File: config.mk
export PLATFORM = sky130hd
export DESIGN_NAME = seg_capture
export DESIGN_NICKNAME = d
export VERILOG_FILES = /design/src/rtl/seg_capture.sv
export SDC_FILE = /design/constraint.sdc
export NUM_CORES = 1
export LEC_CHECK = 0
export CAP_MARGIN = 20
export CELL_PAD_IN_SITES_DETAIL_PLACEMENT = 0
export CELL_PAD_IN_SITES_GLOBAL_PLACEMENT = 2
export CORE_MARGIN = 2
export CORE_UTILIZATION = 31
export DETAILED_ROUTE_END_ITERATION = 10
export PLACE_DENSITY_LB_ADDON = 0.1
export SLEW_MARGIN = 20
export SYNTH_ARGS = -nofsm -noshare
export SYNTH_HDL_FRONTEND = slang
export SYNTH_SLANG_ARGS = --single-unit
export TNS_END_PERCENT = 5
File: constraint.sdc
create_clock -name clk -period 2.1 [get_ports clk]
set_input_delay 0.315 -clock clk [delete_from_list [all_inputs] [get_ports clk]]
set_output_delay 0.315 -clock clk [all_outputs]
set_load 0.005 [all_outputs]
File: src/rtl/seg_capture.sv
// Captures a multiplexed active-low 7-segment display into a 16-bit word.
// A digit is captured once per steady interval of {an,seg}, after STABLE_CYCLES edges.
module seg_capture #(
  parameter int STABLE_CYCLES = 4
) (
  input  logic        clk,
  input  logic        rst_n,
  input  logic [6:0]  seg,
  input  logic [3:0]  an,
  input  logic        clr,
  output logic [15:0] value,
  output logic [3:0]  digit_valid,
  output logic        frame_valid,
  output logic        err
);

  typedef enum logic {COLLECT = 1'b0, DONE = 1'b1} state_t;

  localparam logic [7:0] CNT_MAX  = 8'(STABLE_CYCLES);
  localparam logic [7:0] CNT_LAST = 8'(STABLE_CYCLES - 1);

  // Returns {valid, blank, nibble}; anything else is an invalid pattern.
  function automatic logic [5:0] decode_seg(input logic [6:0] p);
    case (p)
      7'b0000001: decode_seg = {2'b10, 4'h0};
      7'b1001111: decode_seg = {2'b10, 4'h1};
      7'b0010010: decode_seg = {2'b10, 4'h2};
      7'b0000110: decode_seg = {2'b10, 4'h3};
      7'b1001100: decode_seg = {2'b10, 4'h4};
      7'b0100100: decode_seg = {2'b10, 4'h5};
      7'b0100000: decode_seg = {2'b10, 4'h6};
      7'b0001111: decode_seg = {2'b10, 4'h7};
      7'b0000000: decode_seg = {2'b10, 4'h8};
      7'b0000100: decode_seg = {2'b10, 4'h9};
      7'b0001000: decode_seg = {2'b10, 4'hA};
      7'b1100000: decode_seg = {2'b10, 4'hB};
      7'b0110001: decode_seg = {2'b10, 4'hC};
      7'b1000010: decode_seg = {2'b10, 4'hD};
      7'b0110000: decode_seg = {2'b10, 4'hE};
      7'b0111000: decode_seg = {2'b10, 4'hF};
      7'b1111111: decode_seg = {2'b01, 4'h0};
      default:    decode_seg = {2'b00, 4'h0};
    endcase
  endfunction

  state_t      state_r;
  logic [10:0] sample_r;
  logic [7:0]  cnt_r;
  logic        cap_done_r;

  logic [10:0] in_s;
  logic        same_s;
  logic        one_digit_s;
  logic [1:0]  idx_s;
  logic [5:0]  dec_s;
  logic        cap_s;
  logic [3:0]  dv_next_s;

  // Capture qualification and digit selection from the current inputs.
  always_comb begin
    in_s        = {an, seg};
    same_s      = (in_s == sample_r);
    dec_s       = decode_seg(seg);
    one_digit_s = 1'b1;
    idx_s       = 2'd0;
    case (an)
      4'b1110: idx_s = 2'd0;
      4'b1101: idx_s = 2'd1;
      4'b1011: idx_s = 2'd2;
      4'b0111: idx_s = 2'd3;
      default: one_digit_s = 1'b0;
    endcase
    cap_s     = same_s && (cnt_r == CNT_LAST) && one_digit_s && !cap_done_r;
    dv_next_s = digit_valid | (4'b0001 << idx_s);
  end

  // Sampling, stability counting, capture and frame state.
  always_ff @(posedge clk or negedge rst_n) begin
    if (!rst_n) begin
      sample_r    <= 11'h7FF;
      cnt_r       <= 8'd0;
      cap_done_r  <= 1'b0;
      state_r     <= COLLECT;
      value       <= 16'h0000;
      digit_valid <= 4'b0000;
      frame_valid <= 1'b0;
      err         <= 1'b0;
    end else begin
      sample_r    <= in_s;
      frame_valid <= 1'b0;
      if (clr) begin
        cnt_r       <= 8'd0;
        cap_done_r  <= 1'b0;
        state_r     <= COLLECT;
        value       <= 16'h0000;
        digit_valid <= 4'b0000;
        err         <= 1'b0;
      end else begin
        if (!same_s) begin
          cnt_r      <= 8'd0;
          cap_done_r <= 1'b0;
        end else if (cnt_r < CNT_MAX) begin
          cnt_r <= cnt_r + 8'd1;
        end else begin
          cnt_r <= cnt_r;
        end
        case (state_r)
          DONE:    state_r <= COLLECT;
          COLLECT: state_r <= COLLECT;
          default: state_r <= COLLECT;
        endcase
        if (cap_s) begin
          cap_done_r <= 1'b1;
          if (dec_s[5]) begin
            value[{idx_s, 2'b00} +: 4] <= dec_s[3:0];
            // A completed frame is reported by the pulse, never as all-ones.
            if (dv_next_s == 4'b1111) begin
              digit_valid <= 4'b0000;
              frame_valid <= 1'b1;
              state_r     <= DONE;
            end else begin
              digit_valid <= dv_next_s;
            end
          end else if (!dec_s[4]) begin
            err <= 1'b1;
          end
        end
      end
    end
  end

endmodule

* Yosys cells after proc, flatten, opt, wreduce, memory -nomap -nowiden
Cells that the tools add are included.
Operators by class: add/sub/neg operators 2, multiply operators 0, divide/modulo/power cells 0, order comparisons 1, eq/ne operators 27, shift operators 3, mux-type cells 25, bitwise operators 1, reductions and logical operators 10
Operators with widths (number):
- 6-bit one-hot mux with 17 select lines | 1
- 16-bit two-way mux | 3
- 7-bit by 6-bit == test with 1-bit output (second input constant) | 5
- 7-bit == test (second input constant) | 5
- 8-bit two-way mux | 3
- 16-bit bitwise mux | 1
- 4-bit == test (second input constant) | 4
- 4-bit two-way mux | 4
- 4-bit by 6-bit variable shift with 16-bit output (first input constant) | 1
- 4-bit by 6-bit indexed part select with 16-bit output | 1
- 7-bit by 3-bit == test with 1-bit output (second input constant) | 2
- 7-bit by 4-bit == test with 1-bit output (second input constant) | 2
- 1-bit two-way mux | 12
- 11-bit == test | 1
- 8-bit by 1-bit adder with 8-bit output (second input constant) | 1
- 8-bit by 2-bit == test with 1-bit output (second input constant) | 1
- 8-bit by 3-bit < comparator with 1-bit output (second input constant) | 1
- 7-bit by 1-bit == test with 1-bit output (second input constant) | 1
- 7-bit by 5-bit == test with 1-bit output (second input constant) | 1
- 7-bit zero test | 1
- 3-bit by 2-bit != test with 1-bit output (second input constant) | 2
- 4-bit negator with 6-bit output | 1
- 2-bit one-hot mux with 3 select lines | 1
- 4-bit by 3-bit == test with 1-bit output (second input constant) | 1
- 9 further kinds | 13
Storage, ports and cells: register bits after elaboration 42, bits in latches 0, RAM bits 0, ROM bits 0, bits of input ports 14, word-level logic and storage cells 76, memories kept 0

* Logic depth before layout (Yosys ltp)
Gate-level depths: netlist (run 1).
depth in word-level cells 9, depth in mapped cells 9, gate-level depth less buffers 9

* Worst setup path before layout (run 1)
OpenSTA, ideal clock, no wires.
kind input-to-reg, from input port seg[6], to register value[0], library setup time 0.079 ns, arrival time 2.094 ns, required time 2.021 ns, slack -0.074 ns, stages on the path 8, buffers on the path 2, path through buf_6 > or3b_4 > a2111oi_4 > o21ba_1 > and2_4 > buf_6 > a211oi_4 > mux2i_1
Between the ends: word-level cells in the longest chain between the ends 7, elaborated cells between the ends (all ways) 30, classes of those cells 17 x eq/ne; 1 x shift; 5 x mux; 7 x reduce/logical
RTL lines:
- start, declared | line 8 | input logic [6:0] seg,
- 7-bit == test (tied with other cells) | line 24 | case (p)
- 6-bit one-hot mux with 17 select lines | line 24
- 4-bit by 6-bit indexed part select with 16-bit output | line 115 | value[{idx_s, 2'b00} +: 4] <= dec_s[3:0];
- 16-bit bitwise mux | line 115
- 16-bit two-way mux | line 114 | if (dec_s[5]) begin
- 16-bit two-way mux | line 112 | if (cap_s) begin
- 16-bit two-way mux | line 91 | if (clr) begin
- end signal, assigned by index | line 115
- end, declared | line 11 | output logic [15:0] value,
Parallel ways exist; a longest one is shown, timed or not. The select of a mux whose other input is x is not followed. A chain may end at the register's enable or synchronous reset.

* Worst setup path in the final report (run 1)
from input port seg[6], to register value[8]
The elaborated chain is that of the path after synthesis.

==> run metrics, run 1 <==
fin nets 371; global-route wire length before repair 10500 um; 1st-iter DRT viols 68; max frequency 491 MHz; initial antenna violation count 0; gr ovfl total 0; internal power 0.00131 W; row count 33; clock sinks 42; Arr. time, crit path 2250 ps; Max Buffers Root-to-Sink 2; Sw Share 0.242; setup TNS 0 ps; Synth cell types 55; most numerous cell in the Yosys netlist dfrtp_1; DRT Pass-1 Iters 4; largest net degree at the start of global routing 36; DP Worst Slack -655 ps; # DRC 0; Antenna Cells 0; via count 2147; Core Footprint 8090 um^2; port buffer count 35; Max-cap violations 0; Yosys reg bits 42; Slew @ Worst Pin 954 ps; Post-Syn Nets 276; Final ANT Viol Nets 0; run status finished, final reports clean; Synth area leader dfrtp_1; LEAKAGE 1.48 nW; Post-Syn Area per Cell 10.0 um^2; post-layout power 0.00173 W; Finish-stage setup viols 0; Worst setup EP type register; Max IR drop VDD 224 uV; Slew headroom 0.355; number of buffers created by CTS 5; H-Tree Depth 2; Post-synth top cells dfrtp_1 (31), nand2_1 (27), nand2b_1 (19), mux2i_1 (16), inv_1 (14); Comb pwr share 0.161; WP data required 2310 ps; EDFF count, synth 0; Slew Viols, Final 0; chip height 94.6 um; Worst Setup SP seg[6]; clock slew at reported path FFs 80 ps; Final Cycle Share 0.969; busiest grt layer met2; register area share after synthesis 0.418; gpl congestion 0.787; total die area 8950 um^2; reg2reg start sample_r[6]; clk_skew 9.40 ps; Die X-Extent 94.6 um; sequential share of power 0.480; Root Driver clkbuf_8; final wirelength 6270 um; Top FF cell, synth dfrtp_1; area grow syn2layout 43.3%; Boundary Pins 36; Yosys warnings 0; worst setup margin 64.1 ps; met1 Use GR 0.211; CTS tree done; Synth Instances 254; vias in the first global route 2108; min Tclk post-route 2040 ps; Wirelength per Cell 13.8 um; met2 Use GR 0.244; crit-path max FO 5; clk_lat worst skew 290 ps; switching pwr 0.000420 W; GRT Util Overall 0.152; post-synth top area share 0.305; Hold WC Path Type input pin to asynchronous set/reset pin; Crit Path Class input pin to register; met3 Usage GRT 0.0263; Startpoint Class input pin; Vias/cell 4.72; Power Dens Cells 476 nW/um^2; final hold vios 0; cell area after synthesis 2540 um^2; Starting Density 0.314; unrepaired setup endpoints after global routing yes; post-synthesis async set-or-reset flop share 1.00; share of post-route cells with drive strength above 1 0.311; top cells by area, synth dfrtp_1 (30%), dfstp_2 (11%), mux2i_1 (6.3%); Clock Power Share 0.360; hpwl dp 4850 um
==> cell families after synthesis <==
group / Yosys count / synth area share
AND/OR/NAND/NOR: 105 / 0.232
XOR/XNOR: 15 / 0.0516
flip-flops: 42 / 0.418
multiplexers: 16 / 0.0629
adder cells (fa/ha/maj): 8 / 0.0393
AO/OA/AOI/OAI: 42 / 0.149
buffers and inverters: 26 / 0.0462
==> worst max-delay path, stage by stage <==
cell and delay, ps:
buf_2 100, buf_6 110, or3b_4 400, a2111oi_4 330
o21ba_4 210, and2_4 200, a211oi_4 240, buf_6 150
mux2i_1 180
==> layer usage <==
metal	part of all wire	wire length, um
met1	0.50	3140
met2	0.46	2920
met3	0.021	132
met4	0.013	81
met5	0	0
==> cell type report <==
class,count,area [um^2]
Clock buffer,7,76.3
Clock inverter,1,30.0
Fill cell,834,4450
Inverter,14,52.6
Multi-Input combinational cell,186,1450
Sequential cell,42,1060
Tap cell,105,131
Timing Repair Buffer,100,846
==> what timing repair did <==
action                                  in CTS  in global routing
hold buffers                                 0                  0
cloned                                       0                  0
pin swaps                                   11                 10
setup buffers                                7                  1
resized for setup                           33                 16
endpoints found under the setup margin      22                 20
==> worst paths after layout <==
check                         endpoint  slack [ps]  depth (start not counted)
max                           value[8]          60                          9
min                           cnt_r[6]         100                          1
max reg2reg                  value[12]         140                          9
min reg2reg                   cnt_r[7]         490                          1
max in group asynchronous  sample_r[6]        1300                          2
min in group clk           sample_r[5]         300                          2
==> placed cells by master (no fill, tap or decap), types with 2 or more instances in the layout <==
| cell | instances |
|---|---|
| buf_4 | 56 |
| dfrtp_1 | 31 |
| nand2_1 | 27 |
| clkdlybuf4s50_1 | 23 |
| nand2b_1 | 19 |
| mux2i_1 | 16 |
| inv_1 | 14 |
| xnor2_1 | 13 |
| dfstp_2 | 11 |
| nor2_1 | 10 |
| buf_6 | 9 |
| nand3_1 | 8 |
| ha_1 | 8 |
| and2_1 | 7 |
| dlygate4sd2_1 | 6 |
| a211oi_1 | 5 |
| clkbuf_8 | 5 |
| nand3b_1 | 4 |
| a211oi_4 | 4 |
| nor4_1 | 4 |
| o211ai_1 | 4 |
| nor3_1 | 3 |
| o22ai_1 | 3 |
| a31oi_1 | 3 |
| buf_2 | 3 |
| xor2_1 | 2 |
| or3b_1 | 2 |
| a21oi_1 | 2 |
| o21a_1 | 2 |
| o21ai_1 | 2 |
| and2_4 | 2 |
| nand4_1 | 2 |
| nor3_2 | 2 |
| and4b_1 | 2 |
| a21boi_0 | 2 |
| clkbuf_1 | 2 |
==> power groups by stage <==
stage                     combinational (W)  clock (W)  sequential (W)
after global routing               0.000308   0.000686        0.000833
after CTS                          0.000277   0.000652        0.000832
final                              0.000279   0.000624        0.000832
after detailed placement           0.000271          0        0.000847
after global placement             0.000273          0        0.000847
after floorplan                    0.000129          0        0.000847
==> state kept, by name, indices dropped and copies added, names as in the netlist <==
signal,cells
frame_valid,1
cap_done_r,1
err,1
sample_r,11
digit_valid,4
value,16
cnt_r,8
==> metrics by stage <==
stage	hold WS, ps	cells	utilization	area (um^2)
3_5_place_dp	453	439	0.418	3380
4_1_cts	124	454	0.443	3590
5_1_grt	160	455	0.451	3650
3_3_place_gp	456	439	0.418	3380
6_report	102	455	0.451	3650
2_1_floorplan	19.4	254	-	2540
(Power assumes the default switching activity.)
==> run 2, diff against run 1 <==
--- a/constraint.sdc
+++ b/constraint.sdc
@@ -3,2 +3,2 @@
 set_output_delay 0.315 -clock clk [all_outputs]
-set_load 0.005 [all_outputs]
+set_load 0.1 [all_outputs]
==> run 2 against run 1 <==
Effect of this change: combinational power increased by 2%; worst setup slack got worse by 2.3 ps; routed wire length increased by 2.7%; highest routed layer unchanged; largest cell class unchanged; critical path depth decreased by 2; global-route usage increased by 0.20 points.
==> run metrics, run 2 (synthesized netlist as in run 1, its figures left out) <==
1st-iter DRT viols 82 (was 68); via count 2115 (was 2147); met2 Use GR 0.257 (was 0.244); row count 33 (unchanged); Slew headroom 0.463 (was 0.355); hpwl dp 5060 um (was 4850 um); Post-DP Area 3340 um^2 (was 3380 um^2); unrepaired setup endpoints after global routing yes (unchanged); final hold vios 0 (unchanged); Core Footprint 8090 um^2 (unchanged); share of post-route cells with drive strength above 1 0.385 (was 0.311); crit-path max FO 5 (unchanged); Starting Density 0.314 (unchanged); number of buffers created by CTS 5 (unchanged); most common cell after layout, fill and taps aside buf_4 (unchanged); worst setup margin 61.7 ps (was 64.1 ps); Arr. time, crit path 2250 ps (about the same); busiest grt layer met2 (unchanged); port buffer count 35 (unchanged); gr ovfl total 0 (unchanged); Antenna Cells 0 (unchanged); DP Worst Slack -659 ps (was -655 ps); Largest Register value (unchanged); chip height 94.6 um (unchanged); Final ANT Viol Nets 0 (unchanged); DRT Pass-1 Iters 4 (unchanged); Comb pwr share 0.172 (was 0.161); Slew @ Worst Pin 806 ps (was 954 ps); clk_lat worst skew 290 ps (about the same); clock sinks 42 (unchanged); largest net degree at the start of global routing 36 (unchanged); met3 Usage GRT 0.0263 (unchanged); clk_skew 5.05 ps (was 9.40 ps); CTS tree done (unchanged); filler instances 847 (was 834); final core occ 0.438 (was 0.451); Sw Share 0.257 (was 0.242); Max IR drop VDD 209 uV (was 224 uV); Power Dens Cells 467 nW/um^2 (was 476 nW/um^2); Crit Path Class input pin to register (unchanged); Worst setup EP type register (unchanged); post-route cell area 3540 um^2 (was 3650 um^2); internal power 0.00123 W (was 0.00131 W); min Tclk post-route 2040 ps (about the same); vias in the first global route 2187 (was 2108); Startpoint Class input pin (unchanged); max frequency 491 MHz (about the same); Clock Power Share 0.325 (was 0.360); post-layout power 0.00166 W (was 0.00173 W); LEAKAGE 1.50 nW (was 1.48 nW); Final Cycle Share 0.971 (was 0.969); commonest non-fill, non-tap cells in the layout buf_4 (81), dfrtp_1 (31), nand2_1 (26) (was buf_4 (56), dfrtp_1 (31), nand2_1 (27)); met1 Use GR 0.205 (was 0.211); Finish-stage setup viols 0 (unchanged); global-route wire length before repair 10700 um (was 10500 um); Max Buffers Root-to-Sink 2 (unchanged); total die area 8950 um^2 (unchanged); switching pwr 0.000425 W (was 0.000420 W); area grow syn2layout 39.3% (was 43.3%); Die X-Extent 94.6 um (unchanged); run status finished, final reports clean (unchanged); Boundary Pins 36 (unchanged); max FFs per register 16 (unchanged); H-Tree Depth 2 (unchanged); sequential share of power 0.502 (was 0.480); # DRC 0 (unchanged); registers with the highest flip-flop counts value: 16 flops, sample_r: 11 flops, cnt_r: 8 flops (unchanged); final wirelength 6440 um (was 6270 um); Vias/cell 4.67 (was 4.72); initial antenna violation count 0 (unchanged); gpl congestion 0.792 (was 0.787); Max-cap violations 0 (unchanged); fin nets 369 (was 371); Wirelength per Cell 14.2 um (was 13.8 um); WP data required 2310 ps (about the same); GRT Util Overall 0.154 (was 0.152); Hold WC Path Type input pin to asynchronous set/reset pin (unchanged); Root Driver clkbuf_8 (unchanged); clock slew at reported path FFs 80 ps (about the same); Slew Viols, Final 0 (unchanged)
-- run 2: changes by cell type in the layout (fill, tap and decap cells not counted), sizes merged --
cell | before | now
clkdlybuf4s15 | 2 | 1
clkdlybuf4s50 | 23 | 1
buf | 68 | 89
dlygate4sd2 | 6 | 7
bufinv | 1 | 0
-- run 2: final cells by class --
class	instances	area [um^2]	area share
inverters	14	52.6	0.0148
clock buffers	8	90.1	0.0254
well taps	105	131	0.0371
multi-input cells	186	1450	0.409
repair buffers	98	756	0.213
flip-flops and latches	42	1060	0.300
-- run 2: what timing repair did --
| item | 4_1_cts | 5_1_grt |
|---|---|---|
| setup endpoints to repair | 22 | 17 |
| buffers inserted | 0 | 5 |
| hold buffers | 0 | 0 |
| gates resized for setup | 33 | 13 |
| pin swaps | 9 | 10 |
| hold endpoints to repair | 0 | 0 |
-- run 2: power by group through the flow --
stage	sequential, W	clock, W	combinational [W]
5_1_grt	0.000833	0.000598	0.000314
3_3_place_gp	0.000847	0	0.000274
2_1_floorplan	0.000847	0	0.000129
3_5_place_dp	0.000847	0	0.000274
6_report	0.000832	0.000539	0.000285
4_1_cts	0.000832	0.000558	0.000276
-- run 2: through the flow --
stage	TNS, ps	std cells	hold slack [ps]
3_3_place_gp	-13590	440	455
6_report	0	453	110
5_1_grt	-4.24	453	175
2_1_floorplan	-701	254	19.4
3_5_place_dp	-14380	440	463
4_1_cts	0	448	143
-- run 2: worst paths after layout --
path,startpoint,end,slack (ps),cells past startpoint
max reg2reg,sample_r[6],value[12],150,8
max in group asynchronous,rst_n,sample_r[3],1290,2
min,rst_n,cnt_r[3],110,1
max,seg[0],value[9],60,7
min in group clk,seg[3],sample_r[3],300,2
min reg2reg,cnt_r[7],cnt_r[7],490,1
-- run 2: worst max-delay path, cell delays in order --
cell,delay (ps)
dlygate4sd2_1,240
or4b_4,540
o22ai_2,190
o221ai_2,140
and2_4,210
a211oi_4,380
mux2i_1,230
-- run 2: routing by layer --
| metal | up-vias | wire (um) |
|---|---|---|
| li1 | 1074 | - |
| met1 | 1012 | 3130 |
| met2 | 27 | 3110 |
| met3 | 2 | 162 |
| met4 | 0 | 46 |
| met5 | - | 0 |
==> run 3, diff against run 2 <==
- CAP_MARGIN: 20 -> 5
- HOLD_SLACK_MARGIN: default -> 0.08
==> results of run 3 <==
The final DEF is identical to that of run 2; final timing and power are the same.
